File: config.mk
export PLATFORM = sky130hd
export DESIGN_NAME = design_file
export DESIGN_NICKNAME = d
export VERILOG_FILES = /design/src/rtl/design_file.sv
export SDC_FILE = /design/constraint.sdc
export NUM_CORES = 1
export LEC_CHECK = 0
export ABC_AREA = 0
export CAP_MARGIN = 5
export CORE_UTILIZATION = 45
export DETAILED_ROUTE_END_ITERATION = 16
export GPL_ROUTABILITY_DRIVEN = 0
export MAX_ROUTING_LAYER = met4
export SLEW_MARGIN = 20
export SYNTH_ARGS = -nofsm -noshare
export SYNTH_HDL_FRONTEND = slang
export SYNTH_SLANG_ARGS = --single-unit
File: constraint.sdc
create_clock -name clk -period 27.8 [get_ports clk]
set_input_delay 4.17 -clock clk [delete_from_list [all_inputs] [get_ports clk]]
set_output_delay 4.17 -clock clk [all_outputs]
set_load 0.01 [all_outputs]
File: src/rtl/design_file.sv
// Registered signed arithmetic unit for the calculator datapath.
// Two 5-bit two's-complement operands and a 2-bit opcode give a 9-bit
// two's-complement result one clock later, with divide-by-zero and
// multiply-overflow status flags. All outputs come straight from flops.
module design_file (
  input  logic              clk,
  input  logic              rst,
  input  logic              in_valid,
  input  logic signed [4:0] A,
  input  logic signed [4:0] B,
  input  logic        [1:0] a_s,
  output logic signed [8:0] result,
  output logic              out_valid,
  output logic              div_by_zero,
  output logic              ovf
);

  typedef enum logic [1:0] {
    OP_ADD = 2'b00,
    OP_SUB = 2'b01,
    OP_MUL = 2'b10,
    OP_DIV = 2'b11
  } op_e;

  op_e op;
  assign op = op_e'(a_s);

  // Operands widened once so every arithmetic path sees the sign.
  logic signed [8:0] a_ext;
  logic signed [8:0] b_ext;
  logic signed [9:0] a_mul;
  logic signed [9:0] b_mul;

  assign a_ext = {{4{A[4]}}, A};
  assign b_ext = {{4{B[4]}}, B};
  assign a_mul = {{5{A[4]}}, A};
  assign b_mul = {{5{B[4]}}, B};

  // Add / subtract: ranges -32..31 always fit in 9 bits.
  logic signed [8:0] sum;
  logic signed [8:0] diff;

  assign sum  = a_ext + b_ext;
  assign diff = a_ext - b_ext;

  // Multiply: the 10-bit product is exact for any 5x5 signed pair. Only
  // -16 * -16 = 256 leaves the 9-bit range, seen as bit 9 differing from bit 8.
  logic signed [9:0] prod;
  logic              mul_ovf;

  assign prod    = a_mul * b_mul;
  assign mul_ovf = prod[9] ^ prod[8];

  // Divide works on magnitudes; the sign is reapplied afterwards, which
  // gives truncation toward zero. |-16| = 16 still fits in 5 unsigned bits.
  logic       [4:0] mag_a;
  logic       [4:0] mag_b;
  logic             quo_neg;
  logic             b_zero;

  assign mag_a   = A[4] ? (~A + 5'd1) : A;
  assign mag_b   = B[4] ? (~B + 5'd1) : B;
  assign quo_neg = A[4] ^ B[4];
  assign b_zero  = (B == 5'sd0);

  logic       [5:0] rem;
  logic       [4:0] quo_mag;
  logic       [8:0] quo_ext;
  logic signed [8:0] quo;

  // Unrolled restoring division of the operand magnitudes, MSB first.
  always_comb begin
    // NOTE: blocking assignments here because each loop step must see the
    // remainder produced by the previous step within the same evaluation.
    rem     = '0;
    quo_mag = '0;
    for (int i = 4; i >= 0; i--) begin
      rem = {rem[4:0], mag_a[i]};
      if (rem >= {1'b0, mag_b}) begin
        rem        = rem - {1'b0, mag_b};
        quo_mag[i] = 1'b1;
      end
    end
    quo_ext = {4'b0000, quo_mag};
    quo     = quo_neg ? $signed(~quo_ext + 9'd1) : $signed(quo_ext);
  end

  logic signed [8:0] result_d, result_q;
  logic              dbz_d,    dbz_q;
  logic              ovf_d,    ovf_q;
  logic              out_valid_q;

  // Select the operation result and its status flags.
  always_comb begin
    // NOTE: every output of this block gets a default first so no path
    // through the case leaves a value unassigned, which would infer a latch.
    result_d = '0;
    dbz_d    = 1'b0;
    ovf_d    = 1'b0;
    unique case (op)
      OP_ADD: result_d = sum;
      OP_SUB: result_d = diff;
      OP_MUL: begin
        result_d = prod[8:0];
        ovf_d    = mul_ovf;
      end
      OP_DIV: begin
        if (b_zero) begin
          dbz_d = 1'b1;
        end else begin
          result_d = quo;
        end
      end
      default: result_d = '0;
    endcase
  end

  // Output registers: reset wins, new results load on in_valid, else hold.
  always_ff @(posedge clk) begin
    if (rst) begin
      result_q    <= '0;
      dbz_q       <= 1'b0;
      ovf_q       <= 1'b0;
      out_valid_q <= 1'b0;
    end else begin
      out_valid_q <= in_valid;
      if (in_valid) begin
        result_q <= result_d;
        dbz_q    <= dbz_d;
        ovf_q    <= ovf_d;
      end
    end
  end

  assign result      = result_q;
  assign out_valid   = out_valid_q;
  assign div_by_zero = dbz_q;
  assign ovf         = ovf_q;

endmodule

==> summary.md, run 1 <==
| Metric | Value |
|---|---|
| Clock Path Buffers | `2` |
| Postcts setup bufs | `0` |
| Tot GR Track Use | `about 23%` |
| Total clock sinks | `12` |
| CTS Hold Buffers Added | `0` |
| Largest stage delay on the critical path | `about 0.84 ns` |
| Max-cap violations | `0` |
| Largest net degree at the start of global routing | `21` |
| # setup viols final | `0` |
| WL/cell | `15.5 um` |
| H-tree levels | `1` |
| N_diodes | `0` |
| WP data required | `between 20 and 30 ns` |
| Worst EP arrival | `between 10 and 15 ns` |
| Mapped Cells | `383` |
| Cell taking the most area after synthesis | `ha_1` |
| Vias per cell | `5.48` |
| Die area | `7420 um2` |
| CTS buffer count | `3` |
| Final Util | `between 50% and 60%` |
| First-pass GRT wire length | `approximately 13 mm` |
| YS warnings | `0` |
| Post-synth EDFFs | `0` |
| Via Count | `2741` |
| Gr ovfl total | `0` |
| Top-level port count | `27` |
| Post-layout min period | `approximately 14 ns` |
| Initial antenna violation count | `0` |
| Yosys reg bits | `12` |
| Number of port buffers | `26` |
| Setup Skew | `0 ns` |
| Register Area | `between 200 and 250 um2` |
| Total Neg Setup Slack | `0 ns` |
| Setup WS post-layout | `13.89 ns` |
| Max-slew violations | `0` |
| RSZ-0062 raised after global routing | `false` |
| Sequential share of the synthesized area | `7.54%` |
| Top cells by count, synth | `ha_1, inv_1, nor2_1, a21oi_1` |
| Worst-path clk slew | `roughly 0.050 ns` |
| Core ar. | `just under 7000 um2` |
| Top-area cell type share of the netlist area | `20.0%` |
| Area of the multi-input gates | `around 2700 um2` |
| Cell mode on critical path | `ha_1` |
| CTS resizes | `0` |
| Pre-antenna DRT Iters | `4` |
| Largest delay contributor family on the critical path | `compound AO/OA/AOI/OAI gates` |
| Max frequency | `a little over 70 MHz` |
| Leakage power | `around 1.7 nW` |
| Horiz. Die Dim | `86.1 um` |
| CP bufs+invs | `3` |
| Post-Route WL | `slightly below 8 mm` |
| Area growth from synthesis to final layout | `12.0%` |
| CTS tree | `done` |
| CP max-delay cell | `clkdlybuf4s50_1` |
| Initial Util | `a little under half` |
| Fill count | `around 660` |
| Fin. Hold Viols | `0` |
| Worst VDD drop | `0.0251 mV` |
| Dpl hpwl | `between 6 and 7 mm` |
| Async set-reset flop share out of synthesis | `0%` |
| Worst Max-Slew Pin Slew | `about 0.77 ns` |
| Status | `completed` |
| Synthesized area | `approximately 3200 um2` |
| FP Rows | `30` |
| Clk Tree Root Cell | `clkbuf_8` |
| Endpoint class of the critical path | `flop` |
| Initial DRC count | `~150` |
| Nets | `493` |
| Die Y | `between 80 and 90 um` |
| Slew HR | `roughly half` |
| Tcrit/Tclk final | `50.0%` |
| Mean Syn Cell Area | `8.32 um2` |
| Vias in the first global route | `between 2000 and 3000` |
| Share of cells above drive strength 1 | `about 8.7%` |
| ANT nets after route | `0` |
| Netlist cell types | `a little over 60` |
| Insertion delay to the later sink of the worst-skew pair | `between 0.2 and 0.25 ns` |
| Pre-CTS setup slack | `approximately 14 ns` |
| Top area cells in the synthesized netlist | `ha_1, fa_1, dfxtp_1, inv_1, xnor2_1` |
| Worst Hold Class | `flop to flop` |
| Most frequent cell after synthesis | `ha_1` |
| P per Cell Area | `between 60 and 70 nW/um2` |
| Crit path kind | `input pin to flop` |
| Worst setup SP type | `input pin` |
| Remaining DRCs | `0` |
| Top FF cell, synth | `dfxtp_1` |
| CP Max Fanout | `14` |
| Syn nets | `around 470` |
==> cell usage in the layout (no fill, tap or decap), drive strengths merged, types with 3 or more instances in the layout <==
master and count:
nor3b 3, nand2 22, a21oi 26, dfxtp 12, clkdlybuf4s50 26, ha 51, o211ai 4, o21ai 13
clkbuf 4, inv 51, a21boi 3, mux2i 6, nor2 38, a211oi 6, fa 22, xnor2 17
nor3 5, nand3 6, o31ai 3, nand2b 6, or2 3, a21o 14, nor2b 5, and2 4
xor2 11, mux2 6, nand4 3, o21a 4, o221ai 4, a41oi 3
==> power by group <==
group | leakage [nW] | total, mW | switching (mW) | internal, mW
Clock | 0.0288 | 0.0189 | 0.00636 | 0.0125
Sequential | 0.0991 | 0.0205 | 0.00105 | 0.0195
Combinational | 1.52 | 0.182 | 0.0992 | 0.0832
==> through the flow <==
stage	hold WS [ns]	std cells	cell area, um2	power, mW
floorplan	0.490	383	3190	0.164
global placement	0.454	496	3510	0.202
detailed placement	0.458	496	3510	0.203
CTS	0.466	500	3570	0.224
global route	0.487	500	3570	0.246
finish	0.464	500	3570	0.222
==> cell type report <==
class                   instances  area share (%)
multi-input cells             309            75.3
repair buffers                 27            7.50
flip-flops and latches         12            6.73
inverters                      52            5.54
well taps                      96            3.37
clock buffers                   4            1.54
==> kinds of logic (layout without fill, tap and decap cells) <==
| family | after synthesis | count (layout) | share of synthesized area [%] |
|---|---|---|---|
| xor+xnor | 28 | 28 | 7.70 |
| flops | 12 | 12 | 7.54 |
| mux | 12 | 12 | 4.24 |
| buf+inv | 62 | 83 | 8.09 |
| simple gates | 100 | 100 | 15.8 |
| compound gates | 96 | 96 | 22.8 |
| fa+ha+maj | 73 | 73 | 33.9 |
==> per-layer routing <==
metal / GRT usage [%] / up-vias / wire length, um
li1: - / 1375 / -
met1: 30.7 / 1291 / 3850
met2: 37.1 / 63 / 3540
met3: 0.866 / 12 / 212
met4: 6.06 / 0 / 138
met5: - / - / 0
==> worst min-delay path, cell delays in order, from the launching register on <==
cell and delay (ns):
dfxtp_1 0.30, nand2b_1 0.06, a21oi_1 0.05
==> flip-flops by register name, summed over array words and instances (netlist names) <==
register,count
div_by_zero,1
out_valid,1
ovf,1
result,9
==> path summary, 6_finish.rpt <==
path / start / end / slack, ns / depth (start not counted)
worst max-delay path: B[0] / result[4] / 13.89 / 40
worst max register to register: result[3] / result[3] / 26.82 / 4
worst min register to register: div_by_zero / div_by_zero / 0.46 / 2
worst min-delay path: div_by_zero / div_by_zero / 0.46 / 2
Note: power is estimated with default switching activity, not from simulation.
==> run 2: changes to the inputs <==
- PLACE_DENSITY: default -> 0.67
- clock period: 27.8 -> 11.2 ns (I/O delays scaled with it)
==> run 2 against run 1 <==
Clock skew unchanged; power grew to 2.6 times the previous value; global-route usage decreased by 0.16 points; highest routed layer unchanged.
==> summary.md, run 2 (synthesis results as in run 1) <==
| Metric | Value |
|---|---|
| Pre-antenna DRT Iters | `8 (was 4)` |
| FF-to-FF Start | `result[3] (unchanged)` |
| Hold WS | `0.464 ns (about the same)` |
| Top-level port count | `27 (unchanged)` |
| CP max-delay cell | `fa_1 (was clkdlybuf4s50_1)` |
| First-pass GRT wire length | `13.1 mm (was 12.9 mm)` |
| Largest net degree at the start of global routing | `21 (unchanged)` |
| N_diodes | `0 (unchanged)` |
| WP data required | `11.31 ns (was 27.90 ns)` |
| ANT nets after route | `0 (unchanged)` |
| Dpl hpwl | `6.64 mm (was 6.52 mm)` |
| Initial Util | `46.6% (unchanged)` |
| # setup viols final | `0 (unchanged)` |
| Clk Tree Root Cell | `clkbuf_8 (unchanged)` |
| Largest stage delay on the critical path | `0.48 ns (was 0.84 ns)` |
| HP Start | `result[2] (was div_by_zero)` |
| Setup Skew | `0 ns (unchanged)` |
| Max reg flops | `9 (unchanged)` |
| Initial DRC count | `180 (was 153)` |
| Status | `completed (unchanged)` |
| CTS tree | `done (unchanged)` |
| Combinational power share | `84.2% (was 82.2%)` |
| Worst VDD drop | `0.135 mV (was 0.0251 mV)` |
| Flop pwr share | `8.9% (was 9.3%)` |
| Core ar. | `6830 um2 (unchanged)` |
| Cell-internal power | `0.295 mW (was 0.115 mW)` |
| Die Y | `86.1 um (unchanged)` |
| Worst Max-Slew Pin Slew | `0.634 ns (was 0.765 ns)` |
| Share of cells above drive strength 1 | `11.6% (was 8.66%)` |
| Most frequent cells in the layout | `ha_1, inv_1, nor2_1 (unchanged)` |
| Worst Hold Class | `flop to flop (unchanged)` |
| Post-Route WL | `7.81 mm (was 7.74 mm)` |
| Vias per cell | `5.49 (was 5.48)` |
| Crit path from | `B[1] (was B[0])` |
| Worst setup SP type | `input pin (unchanged)` |
| Number of port buffers | `26 (unchanged)` |
| Max-cap violations | `0 (unchanged)` |
| RR Endpoint | `result[3] (unchanged)` |
| Horiz. Die Dim | `86.1 um (unchanged)` |
| P per Cell Area | `156 nW/um2 (was 62.2 nW/um2)` |
| Initial antenna violation count | `0 (unchanged)` |
| Total clock sinks | `12 (unchanged)` |
| Remaining DRCs | `0 (unchanged)` |
| FF-to-FF path depth | `4 (unchanged)` |
| Clock Path Buffers | `2 (unchanged)` |
| Tcrit/Tclk final | `a little over nine tenths` |
| Clock share of power | `6.8% (was 8.5%)` |
| Worst EP arrival | `10.62 ns (was 14.01 ns)` |
| Switch share | `48.3% (was 48.1%)` |
| Crit path kind | `input pin to flop (unchanged)` |
| Gr ovfl total | `0 (unchanged)` |
| Flop-to-flop setup slack | `10.16 ns (was 26.82 ns)` |
| WL/cell | `15.3 um (was 15.5 um)` |
| Vias in the first global route | `2736 (was 2644)` |
| H-tree levels | `1 (unchanged)` |
| Fill count | `659 (was 664)` |
| Area growth from synthesis to final layout | `14.5% (was 12.0%)` |
| Post-layout min period | `10.52 ns` |
| FP Rows | `30 (unchanged)` |
| Nets | `503 (was 493)` |
| Fin. Hold Viols | `0 (unchanged)` |
| NetSw | `0.276 mW (was 0.107 mW)` |
| Commonest non-fill, non-tap cell in the layout | `ha_1 (unchanged)` |
| Via Count | `2795 (was 2741)` |
| Max-slew violations | `0 (unchanged)` |
| Insertion delay to the later sink of the worst-skew pair | `0.24 ns (about the same)` |
| CP Max Fanout | `8 (was 14)` |
| Leakage power | `1.69 nW (was 1.65 nW)` |
| RSZ-0062 raised after global routing | `false (unchanged)` |
| Worst-path clk slew | `0.05 ns (about the same)` |
| Tot GR Track Use | `22.5% (was 22.7%)` |
| Max frequency | `approximately 95 MHz` |
| Die area | `7420 um2 (unchanged)` |
| Total Neg Setup Slack | `0 ns (unchanged)` |
| CTS buffer count | `3 (unchanged)` |
| Endpoint class of the critical path | `flop (unchanged)` |
| Hold Crit Endpoint | `result[2] (was div_by_zero)` |
| Slew HR | `57.5% (was 48.8%)` |
| Cell count of the worst hold path | `2 (unchanged)` |
[run 2: metrics by stage]
step	area, um2	util (%)	total power, mW	setup WS [ns]	cells
2_1_floorplan	3190	-	0.406	0.836	383
3_3_place_gp	3570	52.3	0.503	0.473	504
3_5_place_dp	3570	52.3	0.512	0.161	504
4_1_cts	3610	52.9	0.554	0.397	507
5_1_grt	3650	53.4	0.623	0.0655	509
6_report	3650	53.4	0.570	0.683	509
[run 2: cell type report]
type	count	area (um2)	area share, %
multi-input cells	309	2700	74.2
inverters	52	198	5.42
repair buffers	37	343	9.40
clock buffers	3	41.3	1.13
well taps	96	120	3.29
flip-flops and latches	12	240	6.59
[run 2: power by group through the flow]
stage                     Combinational [mW]  Clock (mW)  Sequential [mW]
after global routing                   0.532      0.0399           0.0515
after global placement                 0.451           0           0.0519
after detailed placement               0.460           0           0.0519
after CTS                              0.464      0.0385           0.0511
after floorplan                        0.352           0           0.0544
final                                  0.481      0.0389           0.0510
[run 2: routing by layer]
layer  vias up  track usage [%]  wire, um
li1       1391                -         -
met1      1328             29.9      3830
met5         -                -         0
met2        69             39.0      3660
met4         0             2.73        39
met3         7             1.06       280
[run 2: critical path, delay by kind of cell]
family,cells,cell delay [ns]
buffers and inverters,4,0.88
multiplexers,3,0.96
adder cells (fa/ha/maj),7,2.33
AND/OR/NAND/NOR,6,1.09
AO/OA/AOI/OAI,21,3.68
[run 2: how the worst max path moves through the flow]
stage               cells past startpoint   endpoint  slack, ns
finish                                 41  result[4]       0.68
global placement                       41  result[4]       0.47
global route                           41  result[4]       0.07
CTS                                    41  result[4]       0.40
floorplan                              39  result[4]       0.84
detailed placement                     41  result[4]       0.16
[run 2: repair_timing]
item | CTS | global route
resized for setup | 0 | 4
hold buffers | 0 | 0
setup buffers | 0 | 2
setup endpoints to repair | 0 | 2
==> run 3: changes to the inputs <==
- CAP_MARGIN: 5 -> 20
- HOLD_SLACK_MARGIN: default -> 0.1
==> results of run 3 <==
Same layout as run 2: the final DEF is identical, and so are final timing and power.
